<file path="src/rtl/sum_window_pkg.sv">
// Shared widths, FSM encoding and window-size limit for the sum window accumulator.
package sum_window_pkg;

  localparam int ACC_W         = 16;
  localparam int CNT_W         = 9;
  localparam int DATA_W        = 8;
  localparam int SW_MAX_WINDOW = 256;

  typedef enum logic {
    SW_ACCUM = 1'b0,
    SW_HOLD  = 1'b1
  } sw_state_t;

endpackage

</file>
<file path="src/rtl/sum_window_accum.sv">
// Accumulates WINDOW adder sums (or fewer on flush) and holds total, count and max
// on a registered output bank until the consumer takes it.
module sum_window_accum
  import sum_window_pkg::*;
#(
  parameter int WINDOW = 4
) (
  input  logic              clk,
  input  logic              rst,
  input  logic              in_valid,
  input  logic [DATA_W-1:0] in_data,
  output logic              in_ready,
  input  logic              flush,
  output logic              out_valid,
  input  logic              out_ready,
  output logic [ACC_W-1:0]  out_sum,
  output logic [CNT_W-1:0]  out_count,
  output logic [DATA_W-1:0] out_max
);

  if (WINDOW < 1 || WINDOW > SW_MAX_WINDOW) begin : g_window_range
    $error("sum_window_accum: WINDOW must be in 1..256");
  end

  sw_state_t         state_q, state_d;
  logic [ACC_W-1:0]  acc_q, acc_d, acc_upd;
  logic [CNT_W-1:0]  cnt_q, cnt_d, cnt_upd;
  logic [DATA_W-1:0] mx_q, mx_d, mx_upd;
  logic              ov_q, ov_d;
  logic [ACC_W-1:0]  sum_q, sum_d;
  logic [CNT_W-1:0]  ocnt_q, ocnt_d;
  logic [DATA_W-1:0] omax_q, omax_d;
  logic              accept, close;

  assign in_ready = (state_q == SW_ACCUM) && !rst;
  assign accept   = in_valid && in_ready;

  // Window totals including this cycle's sample, if one is accepted.
  assign acc_upd = accept ? acc_q + {{(ACC_W-DATA_W){1'b0}}, in_data} : acc_q;
  assign cnt_upd = accept ? cnt_q + 1'b1 : cnt_q;
  assign mx_upd  = (accept && (in_data > mx_q)) ? in_data : mx_q;

  // An empty flush (no stored samples, no accept) never closes a window.
  assign close = in_ready &&
                 ((accept && (cnt_upd == CNT_W'(WINDOW))) ||
                  (flush && ((cnt_q != '0) || accept)));

  always_comb begin
    state_d = state_q;
    acc_d   = acc_q;
    cnt_d   = cnt_q;
    mx_d    = mx_q;
    ov_d    = ov_q;
    sum_d   = sum_q;
    ocnt_d  = ocnt_q;
    omax_d  = omax_q;
    case (state_q)
      SW_ACCUM: begin
        if (close) begin
          sum_d   = acc_upd;
          ocnt_d  = cnt_upd;
          omax_d  = mx_upd;
          ov_d    = 1'b1;
          state_d = SW_HOLD;
          acc_d   = '0;
          cnt_d   = '0;
          mx_d    = '0;
        end else begin
          acc_d = acc_upd;
          cnt_d = cnt_upd;
          mx_d  = mx_upd;
        end
      end
      SW_HOLD: begin
        if (out_ready) begin
          ov_d    = 1'b0;
          state_d = SW_ACCUM;
        end
      end
      default: state_d = SW_ACCUM;
    endcase
  end

  always_ff @(posedge clk) begin
    if (rst) begin
      state_q <= SW_ACCUM;
      acc_q   <= '0;
      cnt_q   <= '0;
      mx_q    <= '0;
      ov_q    <= 1'b0;
      sum_q   <= '0;
      ocnt_q  <= '0;
      omax_q  <= '0;
    end else begin
      state_q <= state_d;
      acc_q   <= acc_d;
      cnt_q   <= cnt_d;
      mx_q    <= mx_d;
      ov_q    <= ov_d;
      sum_q   <= sum_d;
      ocnt_q  <= ocnt_d;
      omax_q  <= omax_d;
    end
  end

  assign out_valid = ov_q;
  assign out_sum   = sum_q;
  assign out_count = ocnt_q;
  assign out_max   = omax_q;

endmodule
</file>
<file path="config.mk">
export PLATFORM = sky130hd
export DESIGN_NAME = sum_window_accum
export DESIGN_NICKNAME = d
export VERILOG_FILES = /design/src/rtl/sum_window_pkg.sv /design/src/rtl/sum_window_accum.sv
export SDC_FILE = /design/constraint.sdc
export NUM_CORES = 1
export LEC_CHECK = 0
export CORE_MARGIN = 2
export CORE_UTILIZATION = 55
export DETAILED_ROUTE_END_ITERATION = 8
export GPL_ROUTABILITY_DRIVEN = 0
export PLACE_DENSITY = 0.86
export REMOVE_ABC_BUFFERS = 1
export SKIP_LAST_GASP = 1
export SLEW_MARGIN = 10
export SYNTH_ARGS = -nofsm -noshare
export SYNTH_HDL_FRONTEND = slang
export SYNTH_SLANG_ARGS = --single-unit
</file>
<file path="constraint.sdc">
create_clock -name clk -period 5.54 [get_ports clk]
set_input_delay 0.554 -clock clk [delete_from_list [all_inputs] [get_ports clk]]
set_output_delay 0.554 -clock clk [all_outputs]
set_load 0.005 [all_outputs]
</file>
==> summary.md <==
| Metric | Value |
|---|---|
| Status | `completed` |
| First-pass GRT wire length | `12.5 mm` |
| Via count | `2793` |
| Hold_sp | `out_valid` |
| Yosys warns | `0` |
| Final worst setup slack | `1.84 ns` |
| Top cells by count, synth | `dfxtp_1, nor2_1, mux2i_1` |
| Final slew viol count | `0` |
| DRT Wirelength | `7.20 mm` |
| Area grow syn2layout | `18.7%` |
| P_leak | `1.52 nW` |
| CP Data Arrival Time | `3.98 ns` |
| Worst Hold Path EP | `out_valid` |
| Via/cell ratio | `5.49` |
| Number of placement rows | `29` |
| Clk_lat worst skew | `0.36 ns` |
| Worst R2R Path Depth | `6` |
| Mux cell area share after synthesis | `9.95%` |
| CTS tree | `built` |
| Core Area | `6280 sq um` |
| Max Fclk | `0.271 GHz` |
| Post-CTS sizing | `0` |
| Hold_buf cts | `0` |
| RSZ-0062 raised after global routing | `false` |
| Seq cells post-synth | `68` |
| Die ar. | `7080 sq um` |
| GR Overflow Total | `0` |
| Post-CTS Setup Inserts | `0` |
| Synth top area share | `38.5%` |
| Mean Syn Cell Area | `9.18 sq um` |
| Synth unique cells | `55` |
| Pre-CTS setup slack | `1.48 ns` |
| Clock Tree Root | `clkbuf_8` |
| Worst R2R End | `acc_q[8]` |
| ANT nets after route | `0` |
| Setup violators final | `0` |
| Setup TNS Final | `0 ns` |
| Final hold violation count | `0` |
| Worst R2R Setup Slack | `2.31 ns` |
| Ranking of synthesized cells by area | `dfxtp_1, mux2i_1, ha_1` |
| Clk_skew | `0.0123 ns` |
| Synthesized cell area | `3530 sq um` |
| FILL cells | `502` |
| Final hold slack | `0.459 ns` |
| Slew HR | `36.8%` |
| Compound-cell area share of the yosys netlist | `14.0%` |
| CTS H-tree depth | `3` |
| Ys flop type | `dfxtp_1` |
| Synth Instances | `385` |
| Synth Area in Simple Gates | `21.6%` |
| Non-filler cells in the finished layout | `509` |
| Share of cells above drive strength 1 | `8.10%` |
| Post-layout min period | `3.70 ns` |
| Xor and xnor area share after synthesis | `4.42%` |
| CP required | `5.83 ns` |
| Initial core utilization | `56.3%` |
| Max-Cap Viols | `0` |
| 1st-iter DRT viols | `135` |
| Cell Pwr Density | `260 nW/um^2` |
| DR DRC count | `0` |
| Most frequent cell after synthesis | `dfxtp_1` |
| Asr flop ratio synth | `0%` |
| Worst hold path class | `reg -> reg` |
| Clk sink count | `68` |
| Die W | `84.2 um` |
| Critical path type | `in -> reg` |
| N_diodes | `0` |
| Sequential share of the synthesized area | `38.5%` |
| Pin count of the biggest net entering global routing | `37` |
| Worst Setup End Kind | `register` |
| DR WL/cell | `14.1 um` |
| Period utilization | `66.7%` |
| Hold depth | `2` |
| Worst VDD drop | `0.177 mV` |
| Final Core Density | `66.8%` |
| Initial antenna violation count | `0` |
| Die height | `84.2 um` |
| First drt pass iteration count | `4` |
| Nets | `459` |
| Cts bufs inserted | `9` |
| Worst-path clk slew | `0.07 ns` |
| Post-synth EDFFs | `0` |
| # port buffers | `47` |
| Cells after DPL | `493` |
| Worst Tran Pin Value | `0.942 ns` |
| Crit path launch type | `input pin` |
| Final HPWL from detailed placement | `5.11 mm` |
| All-layer global routing usage | `21.9%` |
| Synth area leader | `dfxtp_1` |
| Longest Clk Path Bufs | `2` |
| Largest family of logic cells by synthesized area | `simple AND/OR/NAND/NOR gates` |
| Reg-to-Reg Start | `state_q` |
| Worst Path Max Fanout | `27` |
| Vias in the first global route | `2823` |
| Post-Synth Adder-Cell Area | `6.94%` |
| IO Pins | `48` |
placed cells by master (no fill, tap or decap), types with 3 or more instances in the layout:
cell type / Yosys / routed
a32oi_1: 3 / 3
ha_1: 18 / 18
nor3_1: 6 / 6
o21a_1: 4 / 4
mux2i_1: 34 / 34
nor2_1: 55 / 55
o21ai_0: 15 / 15
nand4_1: 7 / 7
dfxtp_1: 68 / 68
clkbuf_8: 0 / 9
and2_1: 3 / 3
inv_1: 15 / 15
xnor2_1: 8 / 8
nand2_1: 22 / 22
a211oi_2: 4 / 4
clkinv_2: 0 / 3
a21o_1: 4 / 4
a21oi_1: 16 / 16
nand3_1: 4 / 4
or2_1: 3 / 3
xor2_1: 8 / 8
a31oi_1: 3 / 3
nand2b_1: 23 / 23
clkdlybuf4s50_1: 0 / 47
o21bai_1: 3 / 3
a211oi_1: 4 / 4
nor2b_1: 6 / 6
per-stage QoR:
stage,total power (W),instance area [sq um]
after CTS,0.00110,4190
after detailed placement,0.000703,4010
after global placement,0.000697,4010
final,0.00109,4190
after floorplan,0.000641,3430
after global routing,0.00114,4190
routing by layer:
| metal | track usage, % | wire length, um |
|---|---|---|
| met1 | 26.1 | 3240 |
| met2 | 36.3 | 3450 |
| met3 | 6.10 | 311 |
| met4 | 11.1 | 200 |
| met5 | 0 | 0 |
critical path, stage by stage:
cell and delay [ns]:
clkdlybuf4s50_1 0.73, buf_4 0.36, nand4bb_4 0.28, nor3_2 0.31, mux2_2 0.39, or2_1 0.24
a31oi_2 0.55, o21bai_4 0.36, nor2_1 0.21
state kept, by name (all words and copies together), names as in the netlist:
register,cells
acc_q,16
mx_q,8
out_max,8
out_count,9
out_valid,1
state_q,1
cnt_q,9
out_sum,16
how the worst max path moves through the flow:
| stage | slack (ns) | end | from |
|---|---|---|---|
| after floorplan | 2.87 | out_sum[3] | state_q |
| after global placement | 1.63 | cnt_q[8] | rst |
| after detailed placement | 1.48 | acc_q[9] | rst |
| after CTS | 1.85 | acc_q[9] | rst |
| after global routing | 1.58 | acc_q[9] | rst |
| final | 1.84 | acc_q[8] | rst |
logic make-up (layout without fill, tap and decap cells):
| family | after synthesis | count (layout) |
|---|---|---|
| simple gates | 146 | 146 |
| flops | 68 | 68 |
| compound gates | 67 | 67 |
| mux | 35 | 35 |
| buf+inv | 33 | 80 |
| fa+ha+maj | 19 | 19 |
| xor+xnor | 17 | 17 |
where the power goes:
part,total [W],leakage [nW],switching [W],internal [W]
clock network,0.000400,0.0931,0.000194,0.000206
registers,0.000522,0.550,0.0000167,0.000506
logic,0.000170,0.880,0.0000909,0.0000793
final cells by class:
| class | count | area, sq um | area share (%) |
|---|---|---|---|
| Tap cell | 77 | 96.3 | 2.30 |
| Multi-Input combinational cell | 284 | 2010 | 47.9 |
| Sequential cell | 68 | 1360 | 32.5 |
| Clock buffer | 11 | 131 | 3.13 |
| Timing Repair Buffer | 49 | 485 | 11.6 |
| Inverter | 15 | 56.3 | 1.34 |
| Clock inverter | 5 | 52.6 | 1.25 |
No activity file was read; power rests on OpenSTA's default activity.
